`src/rtl/usb_pkg.sv`:
```
// Shared USB receive/transmit definitions: FSM states, sync pattern, CRC-16
// constants and the bit-stuffing run limit.
package usb_pkg;

  typedef enum logic [2:0] {
    ST_IDLE,
    ST_HUNT,
    ST_DATA,
    ST_EOP,
    ST_ERR
  } usb_rx_state_e;

  // Decoded sync: zeros followed by a single one (newest bit in the LSB).
  localparam logic [7:0]  SYNC_PATTERN   = 8'b0000_0001;
  localparam logic [15:0] CRC16_POLY     = 16'h8005;
  localparam logic [15:0] CRC16_INIT     = 16'hFFFF;
  localparam logic [15:0] CRC16_RESIDUAL = 16'h800D;
  localparam int unsigned STUFF_LIMIT    = 6;

  function automatic logic [15:0] crc16_step(input logic [15:0] crc, input logic b);
    return {crc[14:0], 1'b0} ^ (((b ^ crc[15]) == 1'b1) ? CRC16_POLY : 16'h0000);
  endfunction

endpackage

```
`src/rtl/usb_rx_fifo.sv`:
```
// Small synchronous word FIFO with flush; a push into a full FIFO is dropped
// and flagged unless a pop happens in the same cycle.
module usb_rx_fifo #(
  parameter int unsigned DATA_W     = 8,
  parameter int unsigned FIFO_DEPTH = 4
) (
  input  logic              clk_i,
  input  logic              rst_ni,
  input  logic              flush_i,
  input  logic              wr_en_i,
  input  logic [DATA_W-1:0] wr_data_i,
  input  logic              rd_en_i,
  output logic [DATA_W-1:0] rd_data_o,
  output logic              valid_o,
  output logic              ovf_o
);

  localparam int unsigned AW = (FIFO_DEPTH > 1) ? $clog2(FIFO_DEPTH) : 1;

  logic [DATA_W-1:0] mem_q [FIFO_DEPTH];
  logic [AW-1:0]     wr_q, rd_q;
  logic [AW:0]       cnt_q;
  logic              empty, full, push, pop;

  assign empty = (cnt_q == '0);
  assign full  = (cnt_q == (AW+1)'(FIFO_DEPTH));
  assign pop   = rd_en_i && !empty && !flush_i;
  assign push  = wr_en_i && (!full || pop) && !flush_i;
  assign ovf_o = wr_en_i && full && !pop && !flush_i;

  always_ff @(posedge clk_i or negedge rst_ni) begin
    if (!rst_ni) begin
      wr_q  <= '0;
      rd_q  <= '0;
      cnt_q <= '0;
    end else if (flush_i) begin
      wr_q  <= '0;
      rd_q  <= '0;
      cnt_q <= '0;
    end else begin
      if (push) wr_q <= wr_q + 1'b1;
      if (pop)  rd_q <= rd_q + 1'b1;
      if (push && !pop)      cnt_q <= cnt_q + 1'b1;
      else if (pop && !push) cnt_q <= cnt_q - 1'b1;
    end
  end

  always_ff @(posedge clk_i) begin
    if (push) mem_q[wr_q] <= wr_data_i;
  end

  // Head is masked when empty so stale storage never reaches the output.
  assign rd_data_o = empty ? '0 : mem_q[rd_q];
  assign valid_o   = !empty;

endmodule

```
`src/rtl/usb_rx_deser.sv`:
```
// USB receive deserializer: NRZI decode, sync hunt, bit unstuffing, word
// assembly into usb_rx_fifo. Define USB_RX_CRC16_EN to add CRC-16 checking.
module usb_rx_deser
  import usb_pkg::*;
#(
  parameter int unsigned DATA_W     = 8,
  parameter int unsigned FIFO_DEPTH = 4,
  parameter int unsigned SYNC_LEN   = 8
) (
  input  logic              Clk,
  input  logic              Rst_n,
  input  logic              Active,
  input  logic              Data_In,
  input  logic              Diff,
  input  logic              Tx_Ready,
  input  logic              Rd_En,
  output logic [DATA_W-1:0] Data_Out,
  output logic              Rx_Valid,
  output logic              Rx_Ready,
  output logic              Rx_Active,
  output logic              Rx_Error
);

  localparam int unsigned CW = $clog2(DATA_W);
  localparam logic [SYNC_LEN-1:0] SYNC_WORD = SYNC_LEN'(SYNC_PATTERN);

  usb_rx_state_e       state_q, state_d;
  logic                lvl_q;
  logic                dec_bit;
  logic [SYNC_LEN-1:0] sync_q, sync_d;
  logic [DATA_W-2:0]   sh_q, sh_d;
  logic [CW-1:0]       bcnt_q, bcnt_d;
  logic [2:0]          ones_q, ones_d;
  logic                se0_q, se0_d;
  logic                act_q, act_d;
  logic                rdy_q, rdy_d;
  logic                err_q, err_d;
  logic                push;
  logic [DATA_W-1:0]   push_word;
  logic                ovf;
`ifdef USB_RX_CRC16_EN
  logic [15:0]         crc_q, crc_d;
`endif

  assign dec_bit   = (Data_In == lvl_q);
  assign push_word = {dec_bit, sh_q};

  always_comb begin
    state_d = state_q;
    sync_d  = sync_q;
    sh_d    = sh_q;
    bcnt_d  = bcnt_q;
    ones_d  = ones_q;
    se0_d   = se0_q;
    act_d   = act_q;
    err_d   = err_q;
    push    = 1'b0;
`ifdef USB_RX_CRC16_EN
    crc_d   = crc_q;
`endif
    case (state_q)
      ST_IDLE: begin
        // All-ones history keeps idle J (decoded ones) from matching.
        sync_d = '1;
        act_d  = 1'b0;
        if (!Tx_Ready) state_d = ST_HUNT;
      end
      ST_HUNT: begin
        if (Tx_Ready) begin
          state_d = ST_IDLE;
        end else if (Diff) begin
          sync_d = {sync_q[SYNC_LEN-2:0], dec_bit};
          if (sync_d == SYNC_WORD) begin
            state_d = ST_DATA;
            act_d   = 1'b1;
            err_d   = 1'b0;
            sh_d    = '0;
            bcnt_d  = '0;
            ones_d  = '0;
            se0_d   = 1'b0;
`ifdef USB_RX_CRC16_EN
            crc_d   = CRC16_INIT;
`endif
          end
        end
      end
      ST_DATA: begin
        if (!Diff) begin
          if (se0_q) begin
            state_d = ST_EOP;
            se0_d   = 1'b0;
            if (bcnt_q != '0) err_d = 1'b1;
`ifdef USB_RX_CRC16_EN
            if (crc_q != CRC16_RESIDUAL) err_d = 1'b1;
`endif
          end else begin
            se0_d = 1'b1;
          end
        end else if (se0_q || (ones_q == 3'(STUFF_LIMIT) && dec_bit)) begin
          // Lone SE0 or a missing stuffed zero: abandon the packet.
          state_d = ST_ERR;
          act_d   = 1'b0;
          err_d   = 1'b1;
          se0_d   = 1'b0;
        end else if (ones_q == 3'(STUFF_LIMIT)) begin
          ones_d = '0;
        end else begin
          sh_d   = push_word[DATA_W-1:1];
          ones_d = dec_bit ? ones_q + 3'd1 : 3'd0;
`ifdef USB_RX_CRC16_EN
          crc_d  = crc16_step(crc_q, dec_bit);
`endif
          if (bcnt_q == CW'(DATA_W-1)) begin
            push   = 1'b1;
            bcnt_d = '0;
          end else begin
            bcnt_d = bcnt_q + 1'b1;
          end
        end
      end
      ST_EOP: begin
        if (Diff) begin
          state_d = ST_IDLE;
          act_d   = 1'b0;
        end
      end
      ST_ERR: begin
        act_d = 1'b0;
        if (!Diff) begin
          if (se0_q) begin
            state_d = ST_IDLE;
            se0_d   = 1'b0;
          end else begin
            se0_d = 1'b1;
          end
        end else begin
          se0_d = 1'b0;
        end
      end
      default: state_d = ST_IDLE;
    endcase

    if (!Active) begin
      state_d = ST_IDLE;
      act_d   = 1'b0;
      push    = 1'b0;
      se0_d   = 1'b0;
    end
    rdy_d = (state_d == ST_IDLE) || (state_d == ST_HUNT);
  end

  always_ff @(posedge Clk or negedge Rst_n) begin
    if (!Rst_n) begin
      state_q <= ST_IDLE;
      lvl_q   <= 1'b1;
      sync_q  <= '1;
      sh_q    <= '0;
      bcnt_q  <= '0;
      ones_q  <= '0;
      se0_q   <= 1'b0;
      act_q   <= 1'b0;
      rdy_q   <= 1'b1;
      err_q   <= 1'b0;
`ifdef USB_RX_CRC16_EN
      crc_q   <= CRC16_INIT;
`endif
    end else begin
      state_q <= state_d;
      if (Diff) lvl_q <= Data_In;
      sync_q  <= sync_d;
      sh_q    <= sh_d;
      bcnt_q  <= bcnt_d;
      ones_q  <= ones_d;
      se0_q   <= se0_d;
      act_q   <= act_d;
      rdy_q   <= rdy_d;
      err_q   <= err_d | ovf;
`ifdef USB_RX_CRC16_EN
      crc_q   <= crc_d;
`endif
    end
  end

  usb_rx_fifo #(
    .DATA_W     (DATA_W),
    .FIFO_DEPTH (FIFO_DEPTH)
  ) u_fifo (
    .clk_i     (Clk),
    .rst_ni    (Rst_n),
    .flush_i   (!Active),
    .wr_en_i   (push),
    .wr_data_i (push_word),
    .rd_en_i   (Rd_En),
    .rd_data_o (Data_Out),
    .valid_o   (Rx_Valid),
    .ovf_o     (ovf)
  );

  assign Rx_Ready  = rdy_q;
  assign Rx_Active = act_q;
  assign Rx_Error  = err_q;

endmodule

```
`config.mk`:
```
export PLATFORM = sky130hd
export DESIGN_NAME = usb_rx_deser
export DESIGN_NICKNAME = d
export VERILOG_FILES = /design/src/rtl/usb_pkg.sv /design/src/rtl/usb_rx_fifo.sv /design/src/rtl/usb_rx_deser.sv
export SDC_FILE = /design/constraint.sdc
export NUM_CORES = 1
export LEC_CHECK = 0
export ABC_AREA = 1
export CAP_MARGIN = 20
export CORE_UTILIZATION = 55
export CTS_CLUSTER_DIAMETER = 40
export DETAILED_ROUTE_END_ITERATION = 8
export GPL_TIMING_DRIVEN = 1
export PLACE_DENSITY = 0.79
export SETUP_SLACK_MARGIN = 0.05
export SLEW_MARGIN = 0
export SYNTH_ARGS = -nofsm -noshare
export SYNTH_HDL_FRONTEND = slang
export SYNTH_SLANG_ARGS = --single-unit
```
`constraint.sdc`:
```
create_clock -name Clk -period 5.6 [get_ports Clk]
set_clock_uncertainty 0.2 [all_clocks]
set_input_delay 0.56 -clock Clk [delete_from_list [all_inputs] [get_ports Clk]]
set_output_delay 0.56 -clock Clk [all_outputs]
set_load 0.01 [all_outputs]
```
==> results.json, run 1 <==
{
  "status": "completed",
  "critPathKind": "reg -> out",
  "cts_tree": "built",
  "crit_required_ns": 4.84,
  "cts_resized": 0,
  "synth_cell_types": 37,
  "avgSynthCellArea_um2": 9.194,
  "core_um2": 5921,
  "wl_met2_um": 3144,
  "grt_pass1_vias": 2269,
  "layout.nets": 404,
  "timing.rr.start": "bcnt_q[0]$_DFFE_PN0P_",
  "initial_utilization_pct": 57.14,
  "firstDrtPassIters": 4,
  "clkTransAtPathRegs_ns": 0.08,
  "grt_overflow": 0,
  "ir_worst_vdd_mv": 0.1649,
  "drv_cap": 0,
  "yosys_warnings": 0,
  "finalSetupViolations": 0,
  "antennaDiodeCount": 0,
  "syn_area_um2": 3383,
  "grt_pass1_wl_um": 10610,
  "finalWirelength_um": 6197,
  "reg2reg_to": "u_fifo.cnt_q[2]$_DFFE_PN0P_",
  "synthToLayoutAreaGrowth_pct": 12.94,
  "synth_nets": 385,
  "highest_layer": "met4",
  "hold_end": "Rx_Active$_DFFE_PN0P_",
  "cp.arrival_ns": 2.19,
  "rows": 28,
  "dp_hpwl_um": 4351,
  "gp_congestion": 0.8275,
  "drtIter0Drc": 184,
  "synth_top_area_share_pct": 28.40,
  "cts_sinks": 67,
  "via_per_inst": 5.308,
  "numPortBuffers": 18,
  "ys_seq_elements": 67,
  "ys_seq_area_share_pct": 54.62,
  "worstSetupEndpointType": "output pin",
  "critPathLaunch": "u_fifo.rd_q[1]$_DFFE_PN0P_",
  "holdWs_ns": 0.2817,
  "synth_area_leaders": "edfxtp_1 28%, dfrtp_1 19%, nand2_1 7.3%",
  "critPathLaunchType": "register",
  "hold_viol": 0,
  "max_freq_mhz": 339.2,
  "ff2ff_setup_slack_ns": 3.17,
  "h-tree-depth": 3,
  "drive_above_1_share_pct": 13.78,
  "cts_root_buf": "clkbuf_8",
  "antenna_found_initial": 0,
  "post_drt_wl_per_cell_um": 13.27,
  "numCtsBuffers": 9,
  "leakagePower_nw": 1.636,
  "slew-limit-headroom_pct": 47.27,
  "min-delay-path-class": "reg -> reg",
  "power_density_nw_per_um2": 273.3,
  "num_vias": 2479,
  "grt_use_total_pct": 22.11,
  "clock_latency_ns": 0.34,
  "rsz0062_at_grt": "no",
  "cts_buffer_depth": 2,
  "rr_worst_depth": 13,
  "min_period_ns": 2.948,
  "tightestPinTransition_ns": 0.7857,
  "ios": 19,
  "dr_wl_met3_um": 214,
  "antenna_left": 0,
  "worst_hold_startpoint": "Rx_Active$_DFFE_PN0P_",
  "grt_max_degree": 36,
  "finalCritPeriodShare_pct": 52.64,
  "hold_depth": 2,
  "die_h_um": 80.43,
  "tns_ns": 0,
  "synthCells": 368,
  "post_cts_buffers": 0,
  "drv_slew": 0,
  "die_area_um2": 6469,
  "yosysTopAreaCell": "edfxtp_1",
  "drc": 0,
  "drt-met1-wl_um": 2767,
  "postCtsHoldBufs": 0,
  "worstPathMaxFanout": 9,
  "fp.dieW_um": 80.43
}
sequential cells by signal, indices dropped and copies added, names as in the netlist:
name	cells
u_fifo.cnt_q	3
lvl_q	1
se0_q	1
u_fifo.mem_q	32
state_q	3
sync_q	7
u_fifo.wr_q	2
Rx_Active	1
ones_q	3
Rx_Ready	1
sh_q	7
u_fifo.rd_q	2
Rx_Error	1
bcnt_q	3
report_power, final:
| part | internal (mW) | switching [mW] |
|---|---|---|
| Combinational | 0.0182 | 0.0428 |
| Sequential | 0.528 | 0.00552 |
| Clock | 0.253 | 0.197 |
| Total | 0.799 | 0.245 |
critical path, cell delays in order (launching register included):
cell and delay (ns):
dfrtp_1 0.52, clkinv_1 0.32, nor2_1 0.21, o21ai_0 0.12, a21oi_1 0.13, clkdlybuf4s50_1 0.54
stage by stage:
step / std cells / setup slack (ns) / util [%] / instance area, µm² / total power, mW
detailed placement: 451 / 2.509 / 60.76 / 3597 / 0.6049
global route: 467 / 2.463 / 64.54 / 3821 / 1.085
floorplan: 368 / 3.361 / - / 3383 / 0.5868
CTS: 467 / 2.630 / 64.54 / 3821 / 1.051
global placement: 451 / 2.641 / 60.76 / 3597 / 0.6024
finish: 467 / 2.652 / 64.54 / 3821 / 1.044
cells by family after synthesis:
logic type,share of synthesized area [%]
XOR/XNOR,0.5178
AND/OR/NAND/NOR,22.86
AO/OA/AOI/OAI,10.35
adder cells (fa/ha/maj),3.920
buffers and inverters,7.729
flip-flops,54.62
per-layer routing:
metal  global-route usage (%)  vias up
met4                    9.643        0
met5                        0        -
li1                         -     1253
met2                    36.36       50
met3                    5.341        7
met1                    27.62     1169
synthesized netlist by cell type, drive strengths merged:
master,count
ha,9
nor2,60
and2,1
edfxtp,32
o21ai,40
a21oi,12
o2111ai,1
fa,1
o211ai,2
xnor2,1
a31oi,1
nor3,5
dfrtp,26
nand3,17
o22ai,2
inv,50
nand4,18
nand2,68
clkbuf,4
buf,7
xor2,1
clkinv,1
dfstp,9
layout make-up:
cell class / count / area (µm²)
sequential: 67 / 1848
timing repair buffer: 19 / 187.7
tap: 75 / 93.84
multi-input combinational: 239 / 1274
inverter: 51 / 193.9
fill: 468 / 2100
clock inverter: 7 / 100.1
clock buffer: 9 / 123.9
how the worst max path moves through the flow:
stage / end / slack, ns
4_1_cts: Data_Out[5] / 2.63
3_3_place_gp: u_fifo.cnt_q[2]$_DFFE_PN0P_ / 2.64
5_1_grt: Data_Out[3] / 2.46
3_5_place_dp: u_fifo.cnt_q[2]$_DFFE_PN0P_ / 2.51
6_report: Data_Out[3] / 2.65
2_1_floorplan: u_fifo.cnt_q[2]$_DFFE_PN0P_ / 3.36
placed cells by master (no fill, tap or decap), types with 2 or more instances in the layout:
| cell type | instances |
|---|---|
| inv_2 | 5 |
| o211ai_1 | 2 |
| clkbuf_8 | 9 |
| clkinvlp_4 | 3 |
| nand4_1 | 18 |
| o21ai_2 | 10 |
| nor3_1 | 4 |
| dfrtp_1 | 26 |
| nand3_2 | 2 |
| edfxtp_1 | 32 |
| dfstp_2 | 9 |
| nand3_1 | 14 |
| inv_6 | 2 |
| ha_1 | 9 |
| nor2_1 | 56 |
| clkdlybuf4s50_1 | 18 |
| nand2_1 | 66 |
| o21ai_0 | 29 |
| nor2_4 | 3 |
| nand2_2 | 2 |
| a21oi_1 | 11 |
| inv_1 | 44 |
| bufinv_16 | 2 |
Power figures use the tool's default switching activity.
==> run 2, diff against run 1 <==
--- a/config.mk
+++ b/config.mk
@@ -7,11 +7,11 @@
 export LEC_CHECK = 0
 export ABC_AREA = 1
 export CAP_MARGIN = 20
-export CORE_UTILIZATION = 55
+export CORE_UTILIZATION = 54
 export CTS_CLUSTER_DIAMETER = 40
 export DETAILED_ROUTE_END_ITERATION = 8
 export GPL_TIMING_DRIVEN = 1
-export PLACE_DENSITY = 0.79
+export PLACE_DENSITY = 0.81
 export SETUP_SLACK_MARGIN = 0.05
 export SLEW_MARGIN = 0
 export SYNTH_ARGS = -nofsm -noshare
==> constraint.sdc (replaced) <==
create_clock -name Clk -period 2.4 [get_ports Clk]
set_clock_uncertainty 0.2 [all_clocks]
set_input_delay 0.24 -clock Clk [delete_from_list [all_inputs] [get_ports Clk]]
set_output_delay 0.24 -clock Clk [all_outputs]
set_load 0.01 [all_outputs]
==> run 2 against run 1 <==
Effect of this change:
- sequential power up 130%
- non-clock buffer count grew 18
- largest power group unchanged
- critical endpoint is now Data_Out[1]
- sequential share of layout area decreased by 2.2 points
- final cell count grew 3.9%
- highest routed layer unchanged
- global-route usage grew 1.5 points
- critical path depth up 1
- hold slack worse by 0.18 ns
- count of clock-buffer cells in the layout increased by 1
==> results.json, run 2 (synthesized netlist as in run 1, its figures left out) <==
{
  "leakagePower_nw": 1.848,
  "finalWirelength_um": 6885,
  "min_period_ns": 2.271,
  "grt_pass1_vias": 2597,
  "num-fill-cells": 467,
  "critPathLaunchType": "register",
  "crit_top_cell": "nor2_1",
  "clkTransAtPathRegs_ns": 0.07,
  "seqCellArea_um2": 1849,
  "drtIter0Drc": 157,
  "final_common_cell": "nand2_1",
  "antenna_left": 0,
  "fin_cells": 485,
  "grt_max_degree": 36,
  "core_um2": 5991,
  "grt_pass1_wl_um": 11620,
  "via_per_inst": 5.410,
  "antennaDiodeCount": 0,
  "cts_sinks": 67,
  "numPortBuffers": 18,
  "ff2ff_setup_slack_ns": 0.18,
  "synthToLayoutAreaGrowth_pct": 18.53,
  "drc": 0,
  "ir_worst_vdd_mv": 0.3716,
  "worstPathMaxFanout": 17,
  "final_cell_mix": "65 x nand2_1, 56 x nor2_1, 43 x inv_1",
  "rsz0062_at_grt": "yes",
  "h-tree-depth": 3,
  "firstDrtPassIters": 4,
  "initial_utilization_pct": 56.47,
  "tightestPinTransition_ns": 0.4428,
  "post_drt_wl_per_cell_um": 14.20,
  "tns_ns": 0,
  "multiInputGateArea_um2": 1294,
  "die_area_um2": 6586,
  "cts_root_buf": "clkbuf_8",
  "antenna_found_initial": 0,
  "dpl.cell_count": 465,
  "power_density_nw_per_um2": 619.6,
  "status": "completed",
  "die_h_um": 81.16,
  "cp_slowest_cell": "clkdlybuf4s50_1",
  "crit_required_ns": 1.96,
  "layout.nets": 422,
  "min-delay-path-class": "in -> async",
  "drv_slew": 0,
  "grt_use_total_pct": 23.65,
  "num_vias": 2624,
  "clock_latency_ns": 0.35,
  "numCtsBuffers": 9,
  "grt_overflow": 0,
  "hold_viol": 0,
  "finalCritPeriodShare_pct": 94.63,
  "drv_cap": 0,
  "critPathKind": "reg -> out",
  "cts_tree": "built",
  "drive_above_1_share_pct": 19.02,
  "rows": 28,
  "worstSetupEndpointType": "output pin",
  "cts_buffer_depth": 2,
  "dp_hpwl_um": 4622,
  "crit_chain": "buf_8, nor2_1, nor2_1, o21ai_0, a21oi_1, clkdlybuf4s50_1",
  "gp_congestion": 0.8716,
  "pre_cts_slack_ns": 0.07374,
  "ios": 19,
  "top_regs": "u_fifo.mem_q: 32 flops, sh_q: 7 flops, sync_q: 7 flops",
  "max_freq_mhz": 440.3,
  "fp.dieW_um": 81.16,
  "slew-limit-headroom_pct": 70.48,
  "largest_register_ffs": 32,
  "postCtsHoldBufs": 0,
  "largest_register": "u_fifo.mem_q",
  "cp.arrival_ns": 1.83,
  "cpPeakStageDelay_ns": 0.55,
  "path_buf_inv": 2,
  "cp_top_family": "buffers and inverters",
  "finalSetupViolations": 0,
  "timing.final.ws_setup_ns": 0.1290
}
## run 2: final timing paths
kind                       cells past startpoint                        from                           to
setup reg to reg                              13       bcnt_q[0]$_DFFE_PN0P_  u_fifo.cnt_q[2]$_DFFE_PN0P_
setup / recovery                               6  u_fifo.rd_q[0]$_DFFE_PN0P_                  Data_Out[1]
hold reg to reg                                2       sync_q[6]$_DFFE_PN1P_        sync_q[6]$_DFFE_PN1P_
hold / removal                                 2                       Rst_n        Rx_Active$_DFFE_PN0P_
max in group asynchronous                      2                       Rst_n           Rx_Ready$_DFF_PN1_
min in group Clk                               2       sync_q[6]$_DFFE_PN1P_        sync_q[6]$_DFFE_PN1P_
## run 2: cell type report
class                           instances  area share (%)
Timing Repair Buffer                   37           8.518
Clock inverter                          6           2.371
Multi-Input combinational cell        239           32.26
Sequential cell                        67           46.12
Clock buffer                           10           3.432
Inverter                               51           4.961
Tap cell                               75           2.340
## run 2: report_power, final
group | total, mW | internal [mW] | switching, mW
Clock | 1.09 | 0.624 | 0.466
Sequential | 1.24 | 1.23 | 0.0132
Combinational | 0.151 | 0.0484 | 0.102
Total | 2.48 | 1.90 | 0.581
## run 2: routing by layer
layer  up-vias  part of all wire [%]  global-route usage [%]
met5         -                     0                       0
li1       1289                     -                       -
met4         0                   1.6                   9.107
met2        58                    51                   40.08
met1      1263                    43                   28.92
met3        14                   4.0                   6.067
## run 2: through the flow
step                      util (%)  cell area, µm²  power [mW]  hold slack (ns)
after global placement       61.80            3702       1.414           0.2821
final                        66.94            4010       2.485          0.09939
after detailed placement     61.80            3702       1.418           0.2842
after floorplan                  -            3383       1.369          -0.2556
after global routing         66.94            4010       2.571           0.1495
after CTS                    65.87            3946       2.499           0.1054
## run 2: timing repair
item / in CTS / in global routing
hold endpoints to repair: 0 / 0
gates resized for setup: 5 / 12
buffers inserted: 0 / 4
endpoints found under the setup margin: 8 / 8
pin swaps: 0 / 5
